$ cat src/rtl/int_rs_pkg.sv
// Shared types and sizing for the integer reservation station queue.
// The issue-select controller and its priority encoder import this package.
package int_rs_pkg;

    localparam int RS_DEPTH = 8;
    localparam int RS_IDXW  = $clog2(RS_DEPTH);
    localparam int RS_CNTW  = $clog2(RS_DEPTH + 1);

    typedef logic [RS_IDXW-1:0] rs_idx_t;
    typedef logic [RS_CNTW-1:0] rs_cnt_t;

    typedef enum logic {
        ISS_IDLE = 1'b0,
        ISS_BUSY = 1'b1
    } iss_state_t;

endpackage

$ cat src/rtl/int_issue_select_ctrl_if.sv
// Controller <-> queue/issue-block signal bundle.
// The master side is the controller; the slave side is the queue and issue block.
interface int_issue_select_ctrl_if #(
    parameter int DEPTH = 8
);
    localparam int IDXW = (DEPTH > 1) ? $clog2(DEPTH) : 1;
    localparam int CNTW = $clog2(DEPTH + 1);

    logic             dispatch_enable;
    logic [DEPTH-1:0] entry_ready;
    logic             issueblk_done;
    logic             issueque_readyk;
    logic [DEPTH-1:0] issue_grant;
    logic             collapse_en;
    logic [IDXW-1:0]  collapse_idx;
    logic [IDXW-1:0]  write_idx;
    logic             issueque_full;
    logic [CNTW-1:0]  occupancy;
    logic             dispatch_drop;

    modport master (
        input  dispatch_enable, entry_ready, issueblk_done,
        output issueque_readyk, issue_grant, collapse_en, collapse_idx,
               write_idx, issueque_full, occupancy, dispatch_drop
    );

    modport slave (
        output dispatch_enable, entry_ready, issueblk_done,
        input  issueque_readyk, issue_grant, collapse_en, collapse_idx,
               write_idx, issueque_full, occupancy, dispatch_drop
    );
endinterface

$ cat src/rtl/int_rs_prio_enc.sv
// Lowest-index-wins one-hot select plus binary encode of the winner.
// Index 0 is the oldest entry, so this is a pure age-priority pick.
module int_rs_prio_enc #(
    parameter int WIDTH = 8,
    localparam int IW   = (WIDTH > 1) ? $clog2(WIDTH) : 1
) (
    input  logic [WIDTH-1:0] req,
    output logic [WIDTH-1:0] grant,
    output logic [IW-1:0]    idx,
    output logic             any
);

    // Two's-complement trick isolates the lowest set bit.
    assign grant = req & (~req + WIDTH'(1));
    assign any   = |req;

    always_comb begin
        idx = '0;
        for (int i = WIDTH - 1; i >= 0; i--) begin
            if (req[i]) idx = IW'(i);
        end
    end

endmodule

$ cat src/rtl/int_issue_select_ctrl.sv
// Issue-select controller: age-priority pick, issue-block handshake FSM,
// occupancy/full tracking and collapse/write-slot control for the RS queue.
module int_issue_select_ctrl
    import int_rs_pkg::*;
#(
    parameter int DEPTH = RS_DEPTH
) (
    input  logic                    clk,
    input  logic                    reset,
    int_issue_select_ctrl_if.master bus
);

    localparam int IDXW = (DEPTH > 1) ? $clog2(DEPTH) : 1;
    localparam int CNTW = $clog2(DEPTH + 1);

    iss_state_t       state;
    logic [CNTW-1:0]  occ;
    logic             full;
    logic             drop;

    logic [DEPTH-1:0] enc_grant;
    logic [IDXW-1:0]  enc_idx;
    logic             enc_any;
    logic             can_issue;
    logic             issue;
    logic             disp_ok;
    logic [CNTW-1:0]  occ_next;

    int_rs_prio_enc #(.WIDTH(DEPTH)) u_prio (
        .req   (bus.entry_ready),
        .grant (enc_grant),
        .idx   (enc_idx),
        .any   (enc_any)
    );

    // A completing op frees the issue block in the same cycle, so the next
    // ready entry goes out back-to-back.
    assign can_issue = (state == ISS_IDLE) | ((state == ISS_BUSY) & bus.issueblk_done);
    assign issue     = can_issue & enc_any;
    assign disp_ok   = bus.dispatch_enable & ~full;
    assign occ_next  = occ + CNTW'(disp_ok) - CNTW'(issue);

    assign bus.issueque_readyk = issue;
    assign bus.issue_grant     = issue ? enc_grant : '0;
    assign bus.collapse_en     = issue;
    assign bus.collapse_idx    = issue ? enc_idx : '0;
    // New entry lands just behind the tail as it stands after this cycle's collapse.
    assign bus.write_idx       = IDXW'(occ - CNTW'(issue));
    assign bus.issueque_full   = full;
    assign bus.occupancy       = occ;
    assign bus.dispatch_drop   = drop;

    always_ff @(posedge clk) begin
        if (reset) begin
            state <= ISS_IDLE;
            occ   <= '0;
            full  <= 1'b0;
            drop  <= 1'b0;
        end else begin
            case (state)
                ISS_IDLE: if (issue) state <= ISS_BUSY;
                ISS_BUSY: if (bus.issueblk_done && !issue) state <= ISS_IDLE;
                default:  state <= ISS_IDLE;
            endcase
            occ  <= occ_next;
            full <= (occ_next == CNTW'(DEPTH));
            drop <= bus.dispatch_enable & full;
        end
    end

    a_grant_onehot: assert property (@(posedge clk) disable iff (reset)
        $onehot0(bus.issue_grant));
    a_grant_subset: assert property (@(posedge clk) disable iff (reset)
        (bus.issue_grant & ~bus.entry_ready) == '0);
    a_occ_bound: assert property (@(posedge clk) disable iff (reset)
        occ <= CNTW'(DEPTH));
    a_no_spurious_issue: assert property (@(posedge clk) disable iff (reset)
        (bus.entry_ready == '0) |-> !issue);

endmodule

$ cat src/flat_wrapper.sv
// flat-port wrapper written by rule: the top's interface ports become plain ports
module int_issue_select_ctrl_flat import int_rs_pkg::*;
#(
    parameter int DEPTH = RS_DEPTH
)
  (clk, reset, bus_dispatch_enable, bus_entry_ready, bus_issueblk_done, bus_issueque_readyk, bus_issue_grant, bus_collapse_en, bus_collapse_idx, bus_write_idx, bus_issueque_full, bus_occupancy, bus_dispatch_drop);
  int_issue_select_ctrl_if #(.DEPTH(DEPTH)) bus_i ();
  input  logic clk;
  input  logic reset;
  input wire logic [$bits(bus_i.dispatch_enable)-1:0] bus_dispatch_enable;
  input wire logic [$bits(bus_i.entry_ready)-1:0] bus_entry_ready;
  input wire logic [$bits(bus_i.issueblk_done)-1:0] bus_issueblk_done;
  output wire logic [$bits(bus_i.issueque_readyk)-1:0] bus_issueque_readyk;
  output wire logic [$bits(bus_i.issue_grant)-1:0] bus_issue_grant;
  output wire logic [$bits(bus_i.collapse_en)-1:0] bus_collapse_en;
  output wire logic [$bits(bus_i.collapse_idx)-1:0] bus_collapse_idx;
  output wire logic [$bits(bus_i.write_idx)-1:0] bus_write_idx;
  output wire logic [$bits(bus_i.issueque_full)-1:0] bus_issueque_full;
  output wire logic [$bits(bus_i.occupancy)-1:0] bus_occupancy;
  output wire logic [$bits(bus_i.dispatch_drop)-1:0] bus_dispatch_drop;
  assign bus_i.dispatch_enable = bus_dispatch_enable;
  assign bus_i.entry_ready = bus_entry_ready;
  assign bus_i.issueblk_done = bus_issueblk_done;
  assign bus_issueque_readyk = bus_i.issueque_readyk;
  assign bus_issue_grant = bus_i.issue_grant;
  assign bus_collapse_en = bus_i.collapse_en;
  assign bus_collapse_idx = bus_i.collapse_idx;
  assign bus_write_idx = bus_i.write_idx;
  assign bus_issueque_full = bus_i.issueque_full;
  assign bus_occupancy = bus_i.occupancy;
  assign bus_dispatch_drop = bus_i.dispatch_drop;
  int_issue_select_ctrl #(.DEPTH(DEPTH)) u_core (.clk(clk), .reset(reset), .bus(bus_i));
endmodule
$ cat config.mk
export PLATFORM = sky130hd
export DESIGN_NAME = int_issue_select_ctrl_flat
export DESIGN_NICKNAME = d
export VERILOG_FILES = /design/src/rtl/int_rs_pkg.sv /design/src/rtl/int_issue_select_ctrl_if.sv /design/src/rtl/int_rs_prio_enc.sv /design/src/rtl/int_issue_select_ctrl.sv /design/src/flat_wrapper.sv
export SDC_FILE = /design/constraint.sdc
export NUM_CORES = 1
export LEC_CHECK = 0
export CORE_ASPECT_RATIO = 1.1
export CORE_MARGIN = 8
export CORE_UTILIZATION = 33
export CTS_BUF_LIST = sky130_fd_sc_hd__clkbuf_8
export DETAILED_ROUTE_END_ITERATION = 12
export GPL_TIMING_DRIVEN = 1
export PLACE_DENSITY = 0.85
export RECOVER_POWER = 50
export SYNTH_ARGS = -nofsm -noshare
export SYNTH_HDL_FRONTEND = slang
export SYNTH_SLANG_ARGS = --single-unit
$ cat constraint.sdc
create_clock -name clk -period 3 [get_ports clk]
set_clock_uncertainty 0.15 [all_clocks]
set_input_delay 0.9 -clock clk [delete_from_list [all_inputs] [get_ports clk]]
set_output_delay 0.9 -clock clk [all_outputs]
set_load 0.05 [all_outputs]
**Word level (Yosys, flattened, before mapping)**

Cells that the tools add are included.

- Bitwise logic cells: 9
- Magnitude comparators: 0
- Eq/ne operators: 1
- Multiplexer cells: 13
- Multipliers: 0
- Reduce and logical (&&, ||, !) cells: 3
- Div/mod/pow operators: 0
- $add $sub $neg: 4
- Shift operators: 0

Operators by type and width:

| cell | number |
|---|---|
| 3-bit 2-to-1 mux | 9 |
| 8-bit by 1-bit adder with 8-bit output, second input constant | 1 |
| 8-bit bitwise AND | 1 |
| 8-bit 2-to-1 mux | 1 |
| 8-bit inverter | 1 |
| 8-bit OR reduction | 1 |
| 4-bit by 1-bit adder with 4-bit output | 1 |
| 1-bit bitwise AND | 4 |
| 4-bit == test, second input constant | 1 |
| 4-bit by 1-bit subtractor with 4-bit output | 1 |
| 3-bit by 1-bit subtractor with 3-bit output | 1 |
| 1-bit 2-to-1 mux | 2 |
| 1-bit inverter | 2 |
| 1-bit one-hot mux with 2 select lines | 1 |
| 1-bit logical AND | 1 |
| 1-bit zero test | 1 |
| 1-bit bitwise OR | 1 |

- Register bits: 7
- Bits of input ports: 12
- ROM bits: 0
- Bits in latches: 0
- Bits in writable memories: 0
- Output and inout port bits: 22
- Memories kept: 0
- Word-level logic and storage cells: 34

**Depth between registers and ports, before layout**

- Depth in word-level cells: 9
- Mapped depth: 10
- Gate-level depth less buffers: 10

**Hierarchy**

A second synthesis with hierarchy kept.

- Cell total of the unflattened synthesis: 77
- Area, all modules: 610.6 µm²

By module, submodules not included:

| module | times used | cells each | sequential area each (µm²) | area an instance (µm²) |
|---|---|---|---|---|
| int_issue_select_ctrl | 1 | 54 | 140.1 | 471.7 |
| int_rs_prio_enc | 1 | 23 | 0.0 | 138.9 |

**Worst setup path after synthesis**

No wires, ideal clock.

- Path type: input-to-output
- Start: input port bus_entry_ready[2]
- End: output port bus_write_idx[2]
- Arrival: 3,160 ps
- Path buffers: 0
- Stages: 6
- Data required time: 1,950 ps
- Path slack: -1,210 ps
- Path through: or3_4 > nor2_1 > a21oi_1 > ha_1 > ha_1 > xor2_1

- Cells in the longest elaborated chain, start to end: 3

Ends and longest elaborated chain:

| element | line | RTL |
|---|---|---|
| from (decl) | flat_wrapper.sv:11 | `input wire logic [$bits(bus_i.entry_ready)-1:0] bus_entry_ready;` |
| 8-bit OR reduction | int_rs_prio_enc.sv:15 | `assign any = \|req;` |
| 1-bit bitwise AND | int_issue_select_ctrl.sv:39 | `assign issue = can_issue & enc_any;` |
| net bus_collapse_en | flat_wrapper.sv:15 | `output wire logic [$bits(bus_i.collapse_en)-1:0] bus_collapse_en;` |
| 3-bit by 1-bit subtractor with 3-bit output | int_issue_select_ctrl.sv:48 | `assign bus.write_idx = IDXW'(occ - CNTW'(issue));` |
| to (decl) | flat_wrapper.sv:17 | `output wire logic [$bits(bus_i.write_idx)-1:0] bus_write_idx;` |

The timed path passes the listed nets, and every way through them passes these cells.

**Final worst setup path**

- Start: input port bus_entry_ready[6]
- End: output port bus_write_idx[2]

- Cells in the longest elaborated chain, start to end: 3

Ends and longest elaborated chain:

| element | line |
|---|---|
| 8-bit OR reduction | int_rs_prio_enc.sv:15 |
| 1-bit bitwise AND | int_issue_select_ctrl.sv:39 |
| 3-bit by 1-bit subtractor with 3-bit output | int_issue_select_ctrl.sv:48 |

Every way passes these cells.

==> flow_summary.toml <==
[run_status]
status = "finished, violations left"
violations = "negative setup slack"

[pwr]
power.density_nw_per_um2 = 796
peakVddDrop_uv = 1100
p_leak_nw = 0.615

[floorplanning]
coreArea_um2 = 1560
boundaryPins = 34
fp.dieH_um = 58.6
initial_core_util = 0.349
dieArea_um2 = 3210
row_count = 15
die_x_um = 54.7

[place]
place_ws_ns = -0.654
io_buffers = 33
dp.final_hpwl_um = 1820
finalWeightedCongestion = 0.771

[critical_path]
critPathLaunchType = "primary input"
arrival_ns = 2.26
worst_ep_required_time_ns = 1.95
slowest_delay_ns = 0.37
slowest_stage = "nor4_4"
cpMostUsedCell = "ha_4"
cp_top_family = "buffers and inverters"
crit_path_cell_trace = "clkdlybuf4s15_2, nor4_4, a21oi_4, ha_4, ha_4, xor2_4, buf_12"
cp-end-kind = "output pin"
worstPathMaxFanout = 2
crit_type = "in2out"
critPathBufInv = 2

[clock_tree]
cts_buffers = 3
clkTransAtPathRegs_ns = 0.04
clk_latency_ns = 0.23
hold_buffers = 0
numClockSinks = 7
cts_tree = "built"
root_buffer = "clkbuf_8"
htreeDepth = 1
clock_tree.buffer_depth = 2

[synth]
syn_inst = 65
syn_nets = 83
ys_seq_elements = 7
synth_cell_type_count = 28
syn-cell-area_um2 = 544
ys_warn_count = 0
synth_area_per_cell_um2 = 8.37
yosysSeqAreaShare = 0.257

[route]
drt_iter0_drc = 2
drc_errors = 0
wire_per_inst_um = 20.5
postRouteAntennaNets = 0
num_vias = 713
vias_per_cell = 5.13
dr.pass1.iters = 4
wirelength_um = 2850

[timing]
worst_pin_slew_ns = 0.619
min_period_ns = 3.31
setup_violations = 10
rsz0062_at_grt = "true"
drv_slew = 0
max_freq_ghz = 0.302
relSlewSlack = 0.589
finalWorstSetupSlack_ns = -0.311
hold_viol_final = 0
post-route-period-util = 1.10

[finish]
layout_common_cells = "buf_4 (17), buf_12 (15), inv_1 (7), buf_6 (7), dfxtp_1 (7)"
diodes = 0
final_util = 0.916
nNetsFinal = 141
final_common_cell = "buf_4"
layout-drive-gt1-share = 0.631
synthToLayoutAreaGrowth_pct = 162

[global_routing]
grt_max_degree = 8
grt_pass1_wl_um = 4490
antenna_found_initial = 0
grtUsageTotal = 0.194
grt-ovfl-total = 0
grt_pass1_vias = 834

[worst_hold_path]
holdCritPathClass = "reg2reg"

[job]
max_cap_violations = 0
## cell usage after synthesis
| library cell | number | area, um^2 |
|---|---|---|
| dfxtp_1 | 7 | 140 |
| inv_1 | 7 | 26.3 |
| a21oi_1 | 6 | 30.0 |
| and2_2 | 1 | 7.51 |
| or3_4 | 1 | 11.3 |
| nor2_1 | 8 | 30.0 |
| and4b_1 | 1 | 10.0 |
| and3b_2 | 1 | 10.0 |
| nor3_4 | 1 | 16.3 |
| nor2b_1 | 5 | 31.3 |
| nor2b_4 | 1 | 13.8 |
| buf_4 | 1 | 7.51 |
| nor4_1 | 1 | 6.26 |
| ha_1 | 5 | 62.6 |
| a211o_1 | 1 | 8.76 |
| xnor2_1 | 2 | 17.5 |
| xor2_1 | 1 | 8.76 |
| nand4b_1 | 1 | 8.76 |
| nor4b_1 | 1 | 8.76 |
| fa_1 | 1 | 20.0 |
| o21ai_0 | 2 | 10.0 |
| nand3_1 | 1 | 5.00 |
| nand2_1 | 3 | 11.3 |
| a211oi_1 | 1 | 7.51 |
| and3_2 | 1 | 7.51 |
| nor3_1 | 2 | 10.0 |
| buf_6 | 1 | 11.3 |
| or2_2 | 1 | 6.26 |
## cell families after synthesis
family,share of synthesized area
AOI/OAI and AO/OA,0.103
xor gates and xnor gates,0.0483
adders and majority gates,0.152
buffers and inverters,0.0828
DFF,0.257
and+or+nand+nor,0.356
## tightest hold or removal path, stage by stage, from the launching register on
cell and delay [ns]:
dfxtp_1 0.33, nand2_1 0.07, nor2_1 0.04
## power breakdown
group / total [mW] / switching, mW / internal, mW
logic: 0.850 / 0.464 / 0.386
registers: 0.152 / 0.0299 / 0.122
clock network: 0.133 / 0.0445 / 0.0888
## worst paths after layout
| kind | from | endpoint | slack, ns | depth (start not counted) |
|---|---|---|---|---|
| max | bus_entry_ready[6] | bus_write_idx[2] | -0.31 | 7 |
| min reg2reg | u_core.bus.issueque_full | u_core.bus.dispatch_drop | 0.33 | 2 |
| max reg2reg | u_core.state | u_core.bus.issueque_full | 0.73 | 10 |
| min | u_core.bus.issueque_full | u_core.bus.dispatch_drop | 0.33 | 2 |
## layer usage
layer,routed length (um),vias to the layer above,share of wire,GRT usage
met1,1050,359,0.37,0.207
met4,74,0,0.026,0.102
li1,-,332,-,-
met3,102,7,0.036,0.0353
met2,1620,15,0.57,0.339
met5,0,-,0,0
## area by class of cell
| class | instances | area (um^2) |
|---|---|---|
| Clock inverter | 1 | 3.75 |
| Multi-Input combinational cell | 49 | 553 |
| Sequential cell | 7 | 140 |
| Clock buffer | 3 | 41.3 |
| Timing Repair Buffer | 55 | 637 |
| Fill cell | 48 | 131 |
| Inverter | 7 | 30.0 |
| Tap cell | 17 | 21.3 |
## through the flow
stage / area, um^2 / cells / hold WS (ns) / power, mW / setup TNS [ns]
after CTS: 1440 / 139 / 0.331 / 1.09 / -2.13
after global routing: 1430 / 139 / 0.357 / 1.18 / -2.43
after global placement: 1300 / 130 / 0.294 / 0.859 / -7.54
final: 1430 / 139 / 0.328 / 1.14 / -1.94
after floorplan: 676 / 65 / 0.519 / 0.592 / -1.56
after detailed placement: 1300 / 130 / 0.327 / 0.882 / -8.26
## registers in the layout, indices dropped and copies added (netlist names)
signal                    flops
u_core.bus.occupancy          4
u_core.bus.dispatch_drop      1
u_core.bus.issueque_full      1
u_core.state                  1
## repair_timing
| item | 4_1_cts | 5_1_grt |
|---|---|---|
| pin swaps | 12 | 12 |
| gates resized for setup | 44 | 11 |
| endpoints found under the setup margin | 19 | 18 |
| buffers inserted | 5 | 3 |
Power figures use the tool's default switching activity.
